<file path="src/rtl/diff_square_pkg.sv">
// rtl/diff_square_pkg.sv - shared types and constants for the diff-square sequencer
package diff_square_pkg;

    localparam int DS_DATA_W    = 16;
    localparam int DS_ADDR_W    = 3;
    localparam int DS_SUM_ADDR  = 0;
    localparam int DS_DIFF_ADDR = 1;
    localparam int DS_PROD_ADDR = 2;

    typedef enum logic [2:0] {
        ST_IDLE    = 3'd0,
        ST_WR_SUM  = 3'd1,
        ST_WR_DIFF = 3'd2,
        ST_RD_A    = 3'd3,
        ST_RD_B    = 3'd4,
        ST_WR_PROD = 3'd5,
        ST_RD_PROD = 3'd6,
        ST_DONE    = 3'd7
    } ds_state_e;

endpackage

</file>
<file path="src/rtl/diff_square_seq.sv">
// rtl/diff_square_seq.sv - start/done sequencer computing (x+y)*(y-x) through external RAM and multiplier
module diff_square_seq
    import diff_square_pkg::*;
#(
    parameter int DATA_W    = DS_DATA_W,
    parameter int ADDR_W    = DS_ADDR_W,
    parameter int SUM_ADDR  = DS_SUM_ADDR,
    parameter int DIFF_ADDR = DS_DIFF_ADDR,
    parameter int PROD_ADDR = DS_PROD_ADDR
) (
    input  logic                i_clk,
    input  logic                i_reset,
    input  logic                i_start,
    input  logic [DATA_W-1:0]   i_x,
    input  logic [DATA_W-1:0]   i_y,
    output logic                o_busy,
    output logic                o_done,
    output logic [DATA_W-1:0]   o_product,
    output logic                o_ovf,
    output logic [ADDR_W-1:0]   o_ram_addr,
    output logic                o_ram_load,
    output logic [DATA_W-1:0]   o_ram_din,
    input  logic [DATA_W-1:0]   i_ram_dout,
    output logic [DATA_W-1:0]   o_mul_a,
    output logic [DATA_W-1:0]   o_mul_b,
    input  logic [2*DATA_W-1:0] i_mul_p
);

    localparam logic [ADDR_W-1:0] A_SUM  = ADDR_W'(SUM_ADDR);
    localparam logic [ADDR_W-1:0] A_DIFF = ADDR_W'(DIFF_ADDR);
    localparam logic [ADDR_W-1:0] A_PROD = ADDR_W'(PROD_ADDR);

    ds_state_e         r_state;
    logic [DATA_W-1:0] r_x;
    logic [DATA_W-1:0] r_y;
    logic [DATA_W-1:0] r_mul_a;
    logic [DATA_W-1:0] r_mul_b;
    logic [DATA_W-1:0] r_product;
    logic              r_ovf;
    logic              r_ovf_next;
    logic              r_busy;
    logic              r_done;
    logic [ADDR_W-1:0] r_ram_addr;
    logic              r_ram_load;
    logic [DATA_W-1:0] r_ram_din;

    // Sequencer: each state's RAM controls are registered on the edge that enters it
    always_ff @(posedge i_clk) begin
        if (i_reset) begin
            r_state    <= ST_IDLE;
            r_x        <= '0;
            r_y        <= '0;
            r_mul_a    <= '0;
            r_mul_b    <= '0;
            r_product  <= '0;
            r_ovf      <= 1'b0;
            r_ovf_next <= 1'b0;
            r_busy     <= 1'b0;
            r_done     <= 1'b0;
            r_ram_addr <= '0;
            r_ram_load <= 1'b0;
            r_ram_din  <= '0;
        end else begin
            case (r_state)
                ST_IDLE: begin
                    if (i_start) begin
                        r_x        <= i_x;
                        r_y        <= i_y;
                        r_ram_addr <= A_SUM;
                        r_ram_load <= 1'b1;
                        r_ram_din  <= i_x + i_y;
                        r_busy     <= 1'b1;
                        r_state    <= ST_WR_SUM;
                    end
                end
                ST_WR_SUM: begin
                    r_ram_addr <= A_DIFF;
                    r_ram_load <= 1'b1;
                    r_ram_din  <= r_y - r_x;
                    r_state    <= ST_WR_DIFF;
                end
                ST_WR_DIFF: begin
                    r_ram_addr <= A_SUM;
                    r_ram_load <= 1'b0;
                    r_ram_din  <= '0;
                    r_state    <= ST_RD_A;
                end
                ST_RD_A: begin
                    r_mul_a    <= i_ram_dout;
                    r_ram_addr <= A_DIFF;
                    r_state    <= ST_RD_B;
                end
                ST_RD_B: begin
                    r_mul_b    <= i_ram_dout;
                    r_ram_addr <= A_PROD;
                    r_ram_load <= 1'b1;
                    r_state    <= ST_WR_PROD;
                end
                ST_WR_PROD: begin
                    r_ovf_next <= |i_mul_p[2*DATA_W-1:DATA_W];
                    r_ram_load <= 1'b0;
                    r_state    <= ST_RD_PROD;
                end
                ST_RD_PROD: begin
                    r_product  <= i_ram_dout;
                    r_ovf      <= r_ovf_next;
                    r_done     <= 1'b1;
                    r_state    <= ST_DONE;
                end
                ST_DONE: begin
                    r_done     <= 1'b0;
                    r_busy     <= 1'b0;
                    r_state    <= ST_IDLE;
                end
                default: begin
                    r_state    <= ST_IDLE;
                end
            endcase
        end
    end

    // The product only exists after rX/rY settle, so its write data comes straight from the multiplier;
    // the write enable is masked by reset so an aborting edge never writes the RAM
    always_comb begin
        o_ram_din  = (r_state == ST_WR_PROD) ? i_mul_p[DATA_W-1:0] : r_ram_din;
        o_ram_load = r_ram_load & ~i_reset;
    end

    assign o_busy     = r_busy;
    assign o_done     = r_done;
    assign o_product  = r_product;
    assign o_ovf      = r_ovf;
    assign o_ram_addr = r_ram_addr;
    assign o_mul_a    = r_mul_a;
    assign o_mul_b    = r_mul_b;

endmodule

</file>
<file path="config.mk">
export PLATFORM = sky130hd
export DESIGN_NAME = diff_square_seq
export DESIGN_NICKNAME = d
export VERILOG_FILES = /design/src/rtl/diff_square_pkg.sv /design/src/rtl/diff_square_seq.sv
export SDC_FILE = /design/constraint.sdc
export NUM_CORES = 1
export LEC_CHECK = 0
export ABC_AREA = 0
export CAP_MARGIN = 20
export CORE_MARGIN = 1
export CORE_UTILIZATION = 29
export CTS_CLUSTER_DIAMETER = 200
export DETAILED_ROUTE_END_ITERATION = 8
export HOLD_SLACK_MARGIN = 0.06
export PLACE_DENSITY = 0.56
export SYNTH_ARGS = -nofsm -noshare
export SYNTH_HDL_FRONTEND = slang
export SYNTH_SLANG_ARGS = --single-unit
</file>
<file path="constraint.sdc">
create_clock -name i_clk -period 2.9 [get_ports i_clk]
set_input_delay 0.87 -clock i_clk [delete_from_list [all_inputs] [get_ports i_clk]]
set_output_delay 0.87 -clock i_clk [all_outputs]
set_load 0.02 [all_outputs]
</file>
[Yosys cells after proc, flatten, opt, wreduce, memory -nomap -nowiden]
Index checks and enable logic that the tools add are counted.
Operators by class
  multipliers: 0
  reduce and logical (&&, ||, !) cells: 15
  add/sub/neg operators: 2
  div/mod/pow operators: 0
  bitwise logic cells: 2
  shift operators: 0
  mux-type cells: 11
  $lt $le $gt $ge: 0
  equal/unequal tests: 8
Operators with widths (count)
  case mux 16 bit (3 select lines): 1
  two-way mux 16 bit: 2
  case mux 3 bit (8 select lines): 1
  adder 16 bit: 1
  OR reduction 16 bit: 1
  subtractor 16 bit: 1
  == test 3 bit, second input constant: 4
  case mux 3 bit (4 select lines): 1
  AND reduction 2 bit: 5
  == test 3 x 2 -> 1 bit, second input constant: 2
  two-way mux 3 bit: 2
  nonzero test 3 bit: 2
  OR reduction 2 bit: 3
  case mux 1 bit (2 select lines): 2
  nonzero test 2 bit: 2
  nonzero test 4 bit: 1
  == test 3 x 1 -> 1 bit, second input constant: 1
  zero test 3 bit: 1
  case mux 1 bit (3 select lines): 1
  inequality test 2 bit, second input constant: 1
  AND 1 bit: 1
  two-way mux 1 bit: 1
  inverter 1 bit: 1
Storage, ports and cells
  output and inout port bits: 71
  bits in latches: 0
  ROM bits: 0
  bits in registers: 107
  memories: 0
  RAM bits: 0

[Logic depth before layout (Yosys ltp)]
Gate-level depths: netlist of the first run.
  word-level depth: 4
  gate-level depth with buffers: 11
  gate-level depth less buffers: 11

[Worst setup path before layout of the first run]
OpenSTA, ideal clock, no wires.
  path kind: input -> register
  from: in i_x[0]
  to: reg r_ram_din[14]
  stages on the path: 11
  path slack: 213 ps
  required time: 2776 ps
  buffers on the path: 0
  arrival: 2563 ps
  setup time: 124 ps
  cells stage by stage: ha_1 inv_1 fa_1 nor2b_1 o21ai_0 a21oi_1 o21ai_0 o21ai_0 a41oi_1 o21ai_0 o31ai_1
Between the ends
  cells in the longest elaborated chain, start to end: 3
Ends and longest elaborated chain
  start: declaration: RTL line diff_square_seq.sv:14  | input logic [DATA_W-1:0] i_x,
  adder 16 bit: RTL line diff_square_seq.sv:71  | r_ram_din <= i_x + i_y;
  two-way mux 16 bit: RTL line diff_square_seq.sv:66  | if (i_start) begin
  case mux 16 bit (3 select lines): RTL line diff_square_seq.sv:64  | case (r_state)
  end signal: assignment: RTL line diff_square_seq.sv:71
  end signal: assignment: RTL line diff_square_seq.sv:79  | r_ram_din <= r_y - r_x;
  end: declaration: RTL line diff_square_seq.sv:45  | logic [DATA_W-1:0] r_ram_din;
No other way between the ends. The select of a mux whose other input is x is not followed.
A chain may end at the register's enable or synchronous reset.

[Worst setup path in the final report of the first run]
  from: in i_x[2]
  to: reg r_ram_din[15]
The elaborated chain is that of the path after synthesis.

==> summary.txt, run 1 <==
Drt
  • Drt first pass iters: 5
  • Drt drc: 0
  • DRT iter0 DRCs: 276
  • Metal3 WL: 728 microns
  • Top sig layer: met4
  • ANT nets after route: 0
  • Met2 routed wirelength: 7.63 mm
  • DR WL/cell: 14.2 microns
  • Routed Wire Length: 16.6 mm
  • Post-Route M1 WL: 8.01 mm
  • Mean number of vias per cell: 4.68
  • Via count: 5468

Layout
  • Share of cells above drive strength 1: 0.116
  • Nets: 1019
  • Antenna cell count: 0
  • Fillers: 1968
  • Post-Layout Cell Count: 1169
  • Most frequent cells in the layout: nand2_1 (183), clkdlybuf4s50_1 (131), a21oi_1 (110)
  • Commonest non-fill, non-tap cell in the layout: nand2_1
  • Layout area overhead: 44.1%
  • Final instance area: 8060 sq um

GRT
  • Initial antenna violation count: 1
  • GRT Total Usage: 0.171
  • Largest net degree at the start of global routing: 61
  • First-pass GRT wire length: 26.7 mm
  • Vias in the first global route: 5124
  • Grt total ovfl: 0

Synthesis
  • Ys async rst share: 0
  • Avg Inst Size Synth: 7.64 sq um
  • Area contributors post-synth: dfxtp_1 (38%), nand2_1 (12%), a21oi_1 (10%)
  • Dominant cell type by area after synthesis: dfxtp_1
  • Number of synthesized flops with an enable pin: 0
  • Synth cell types: 54
  • Sequential share of the synthesized area: 0.379
  • Mapped Cells: 733
  • Synth Flop Type: dfxtp_1
  • Post-synth top area share: 0.379
  • Syn Nets: 848
  • Ys Warns: 0
  • FF+latch count, synth: 106
  • Post-synthesis instance area: 5600 sq um

Critical path
  • WP data required: 3.18 ns
  • R2r worst-path depth: 11
  • Startpoint class of the critical path: input port
  • Arrival time worst endpoint: 3.04 ns
  • Worst setup EP type: register
  • WS Path Type: input port to register
  • Max incr delay on CP: 0.43 ns
  • Slowest CP cell: clkdlybuf4s50_1
  • Crit-path max FO: 3
  • Crit path cell chain: clkdlybuf4s50_1 -> ha_2 -> a211oi_4 -> o21ai_2 -> or2_4 -> a31oi_4 -> o31ai_4 -> and4_4 -> or3_1 -> o31ai_1

Placed design
  • Setup WS pre-CTS: -0.453 ns
  • Placed Area: 7660 sq um
  • DP Cell Count: 1153
  • RD Place Congestion: 0.817
  • Final HPWL from detailed placement: 12.3 mm
  • Port Buf Inserts: 152

Run
  • Max cap viols: 0

Power
  • Leak: 3.15 nW
  • Int Pwr: 0.00276 W
  • Max IR drop VDD: 0.278 mV
  • Sw frac: 0.332
  • Logic pwr share: 0.298
  • Clk network pwr share: 0.312
  • Switching pwr: 0.00137 W
  • Total power draw: 0.00413 W
  • P per Cell Area: 512 nW/um^2
  • Sequential power share: 0.389

Clock tree
  • CTS Hold Bufs: 0
  • H-tree levels: 3
  • Clock tree buffer depth: 2
  • Clock insertion delay at the later pin of the skew report: 0.37 ns
  • Clock Tree Root: clkbuf_16
  • Sink Count: 106
  • Clock slew at reported path FFs: 0.08 ns
  • Post CTS Setup Buffer Count: 0
  • CTS tree: yes
  • CTS Buf Count: 9

Floorplan
  • Die X: 141 microns
  • # rows: 50
  • I/O pin cnt: 154
  • Die Y: 141 microns
  • Core area: 18800 sq um
  • Initial core utilization: 0.297
  • Die area: 19900 sq um

STA
  • Slew HR: 0.513
  • Min Tclk post-route: 2.76 ns
  • Fin crit share: 0.952
  • Layout Skew: 0.0107 ns
  • Fmax achieved: 362 MHz
  • RSZ-0062 raised after global routing: false
  • Number of setup violations in the final report: 0
  • Worst setup margin: 0.138 ns
  • Final Hold Vio Count: 0
  • Pins Over Slew Limit: 0
  • Worst slew pin tran: 0.731 ns
  • Fin Hold WS: 0.456 ns

Hold path
  • HP Class: register to register
  • WHS Path Cells: 2

Outcome
  • Outcome: finished, final reports clean
state kept, by name, summed over array words and instances, names as in the netlist:
register    cells
o_mul_a        16
o_mul_b        16
o_product      16
r_ram_din      16
r_x            16
r_y            16
r_state         3
o_ram_addr      2
o_busy          1
o_done          1
o_ovf           1
r_ovf_next      1
r_ram_load      1
per-layer routing:
metal,vias up,GRT usage
met3,14,0.0319
met1,2509,0.230
met5,-,0
met2,118,0.276
met4,0,0.0503
li1,2827,-
cells in the mapped netlist, types with 4 or more instances:
master	number
a211oi_1	7
a21o_1	10
a21oi_1	112
clkbuf_1	32
dfxtp_1	106
ha_1	30
inv_1	26
mux2_2	16
nand2_1	183
nand2b_1	10
nor2_1	43
nor2b_1	10
nor3_1	18
nor4_1	4
o21a_1	4
o21ai_0	38
or2_2	4
or3_1	4
xnor2_1	10
xor2_1	12
cell families (layout without fill, tap and decap cells):
group / count (synthesis) / count (layout) / share of synthesized area
AOI/OAI and AO/OA: 197 / 197 / 0.203
adders and majority gates: 32 / 32 / 0.0742
and+or+nand+nor: 294 / 294 / 0.227
muxes: 16 / 16 / 0.0322
other: 1 / 1 / 0.000670
xor gates and xnor gates: 22 / 22 / 0.0344
buffers and inverters: 65 / 241 / 0.0496
DFF: 106 / 106 / 0.379
per-stage QoR:
step	TNS (ns)	utilization
after CTS	0	0.423
after floorplan	0	-
final	0	0.428
after global routing	0	0.428
after global placement	-3.67	0.407
after detailed placement	-4.05	0.407
final timing paths:
kind                      start             to  slack (ns)
hold / removal    o_product[15]  o_product[15]        0.46
hold reg to reg   o_product[15]  o_product[15]        0.46
setup / recovery         i_x[2]  r_ram_din[15]        0.14
setup reg to reg         r_y[0]  r_ram_din[14]        0.36
power groups by stage:
| stage | Sequential [W] | Combinational, W | Clock [W] |
|---|---|---|---|
| finish | 0.00161 | 0.00123 | 0.00129 |
| CTS | 0.00161 | 0.00121 | 0.00133 |
| global placement | 0.00164 | 0.00124 | 0 |
| detailed placement | 0.00164 | 0.00124 | 0 |
| global route | 0.00162 | 0.00136 | 0.00139 |
| floorplan | 0.00163 | 0.000740 | 0 |
worst max-delay path, delay by kind of cell:
kind / cells / cell delay, ns
compound gates: 5 / 0.74
fa+ha+maj: 1 / 0.23
simple gates: 3 / 0.77
buf+inv: 1 / 0.43
timing repair:
action / 4_1_cts / 5_1_grt
pin swaps: 5 / 9
endpoints found under the hold margin: 0 / 0
cloned: 0 / 0
gates resized for setup: 18 / 24
endpoints found under the setup margin: 19 / 9
final cells by class:
class | count | area (sq um) | area share
Multi-Input combinational cell | 562 | 3290 | 0.408
Clock buffer | 9 | 225 | 0.0279
Clock inverter | 7 | 93.8 | 0.0116
Tap cell | 260 | 325 | 0.0403
Sequential cell | 106 | 2120 | 0.263
Inverter | 26 | 97.6 | 0.0121
Timing Repair Buffer | 199 | 1910 | 0.237
No activity file was read; power rests on OpenSTA's default activity.
==> run 2: changes to the inputs <==
--- a/config.mk
+++ b/config.mk
@@ -12,7 +12,7 @@
 export CTS_CLUSTER_DIAMETER = 200
 export DETAILED_ROUTE_END_ITERATION = 8
 export HOLD_SLACK_MARGIN = 0.06
-export PLACE_DENSITY = 0.56
+export MAX_ROUTING_LAYER = met4
 export SYNTH_ARGS = -nofsm -noshare
 export SYNTH_HDL_FRONTEND = slang
 export SYNTH_SLANG_ARGS = --single-unit
==> summary.txt, run 2 (synthesis gave the netlist of run 1 again) <==
Clock tree
  • CTS Buf Count: 9 (unchanged)
  • Clock tree buffer depth: 2 (unchanged)
  • CTS tree: yes
  • H-tree levels: 3 (unchanged)
  • Clock insertion delay at the later pin of the skew report: 0.35 ns (-0.02 ns)
  • Clock Tree Root: clkbuf_16
  • CTS Hold Bufs: 0 (unchanged)
  • Sink Count: 106 (unchanged)
  • Clock slew at reported path FFs: 0.07 ns (about the same)

Layout
  • Post-Layout Cell Count: 1173 (+0.34%)
  • Nets: 1023 (+0.39%)
  • Layout area overhead: 43.0%
  • Commonest non-fill, non-tap cell in the layout: nand2_1
  • Share of cells above drive strength 1: 0.123 (+0.00716)
  • Most frequent cells in the layout: nand2_1 (183), clkdlybuf4s50_1 (131), a21oi_1 (108)
  • Antenna cell count: 0 (unchanged)
  • Fillers: 1967 (-0.051%)

Critical path
  • Slowest CP cell: clkdlybuf4s50_1
  • R2r worst-path depth: 11 (unchanged)
  • Slack of the worst reg-to-reg path: 0.39 ns (+0.03 ns)
  • Bufs and invs on worst path: 1 (unchanged)
  • Worst setup EP type: register
  • Max incr delay on CP: 0.43 ns (about the same)
  • Startpoint class of the critical path: input port
  • Crit-path max FO: 4 (+1)
  • Crit path to: r_ram_din[15]
  • CP Depth: 10 (unchanged)
  • WS Path Type: input port to register
  • Crit path cell chain: clkdlybuf4s50_1 -> ha_2 -> a211oi_4 -> o21ai_2 -> or2_4 -> a31oi_4 -> o31ai_4 -> a2111oi_2 -> or3_1 -> o31ai_1
  • RR Startpoint: r_y[0]
  • Worst Setup SP: i_x[2]
  • CP top delay family: compound AO/OA/AOI/OAI gates
  • Arrival time worst endpoint: 3.02 ns (-0.02 ns)
  • WP data required: 3.12 ns (-0.06 ns)
  • Worst r2r dst: r_ram_din[14]

Placed design
  • Setup WS pre-CTS: -0.543 ns (-0.0901 ns)
  • RD Place Congestion: 0.875 (+7.1%)
  • Final HPWL from detailed placement: 12.1 mm (-1.5%)
  • Port Buf Inserts: 152 (unchanged)
  • DP Cell Count: 1152 (-0.087%)

Run
  • Max cap viols: 0 (unchanged)

Drt
  • ANT nets after route: 0 (unchanged)
  • Drt first pass iters: 4 (-1)
  • Mean number of vias per cell: 4.62 (-1.2%)
  • Routed Wire Length: 16.3 mm (-1.6%)
  • DR WL/cell: 13.9 microns (-1.9%)
  • DRT iter0 DRCs: 299 (+8.3%)
  • Drt drc: 0 (unchanged)
  • Via count: 5421 (-0.86%)

STA
  • Fin crit share: 0.967 (+0.0143)
  • Layout Skew: 0.0125 ns (+0.00182 ns)
  • Slew HR: 0.546 (+0.0331)
  • Worst setup margin: 0.0966 ns (-0.0416 ns)
  • Pins Over Slew Limit: 0 (unchanged)
  • Min Tclk post-route: 2.80 ns (+0.0416 ns)
  • Fmax achieved: 357 MHz (-1.5%)
  • Worst slew pin tran: 0.681 ns (-0.0497 ns)
  • Number of setup violations in the final report: 0 (unchanged)
  • Final Hold Vio Count: 0 (unchanged)

Power
  • Max IR drop VDD: 0.395 mV (+42%)
  • P per Cell Area: 506 nW/um^2 (-1.1%)
  • Leak: 3.12 nW (-0.93%)

Floorplan
  • Die area: 19900 sq um (unchanged)
  • I/O pin cnt: 154 (unchanged)
  • Core area: 18800 sq um (unchanged)
  • Die X: 141 microns (unchanged)
  • Initial core utilization: 0.297 (unchanged)
  • Die Y: 141 microns (unchanged)
  • # rows: 50 (unchanged)

GRT
  • First-pass GRT wire length: 26.3 mm (-1.2%)
  • Largest net degree at the start of global routing: 59 (-3.3%)
  • Grt total ovfl: 0 (unchanged)
  • GRT Total Usage: 0.173 (+0.00240)
  • Vias in the first global route: 5155 (+0.60%)
  • Initial antenna violation count: 0 (-1)

Hold path
  • HP Class: register to register

Outcome
  • Outcome: finished, final reports clean
[run 2: where the power goes]
part | leakage [nW] | internal, W | switching (W) | total, W
logic | 2.11 | 0.000576 | 0.000645 | 0.00122
registers | 0.864 | 0.00155 | 0.0000598 | 0.00161
clock network | 0.143 | 0.000607 | 0.000615 | 0.00122
[run 2: final cells by class]
type | instances | area (sq um) | area share
repair buffers | 203 | 1890 | 0.236
multi-input cells | 562 | 3270 | 0.409
flip-flops and latches | 106 | 2120 | 0.265
clock inverters | 7 | 73.8 | 0.00922
well taps | 260 | 325 | 0.0406
inverters | 26 | 97.6 | 0.0122
clock buffers | 9 | 225 | 0.0281
[run 2: worst min-delay path by stage]
stage	from	endpoint	slack [ns]	cells after the start
global placement	o_mul_a[1]	o_mul_a[1]	0.44	2
global route	o_product[11]	o_product[11]	0.47	2
finish	r_x[13]	r_x[13]	0.46	2
CTS	o_mul_b[15]	o_mul_b[15]	0.46	2
floorplan	r_ovf_next	o_ovf	0.43	2
detailed placement	o_mul_b[15]	o_mul_b[15]	0.45	2
[run 2: worst min-delay path: cells and delay by family, from the launching register on]
kind	cells	cell delay, ns
compound gates	1	0.05
flops	1	0.31
simple gates	1	0.05
[run 2: repair_timing]
| item | CTS | global route |
|---|---|---|
| buffers inserted | 2 | 3 |
| pin swaps | 9 | 7 |
| gates cloned | 0 | 0 |
| resized for setup | 27 | 15 |
| endpoints found under the setup margin | 21 | 8 |
| hold endpoints to repair | 0 | 0 |
[run 2: per-layer routing]
metal	global-route usage	up-vias	part of all wire
li1	-	2826	-
met1	0.226	2473	0.48
met2	0.277	113	0.47
met3	0.0289	9	0.042
met4	0.0458	0	0.0096
met5	-	-	0
[run 2: through the flow]
stage	util	total power, W	TNS [ns]	instance area [sq um]	hold WS [ns]
finish	0.425	0.00405	0	8000	0.456
global route	0.425	0.00430	-0.0440	8000	0.472
CTS	0.421	0.00407	0	7920	0.457
detailed placement	0.404	0.00286	-4.33	7600	0.446
global placement	0.404	0.00286	-3.64	7600	0.441
floorplan	-	0.00237	0	5600	0.432
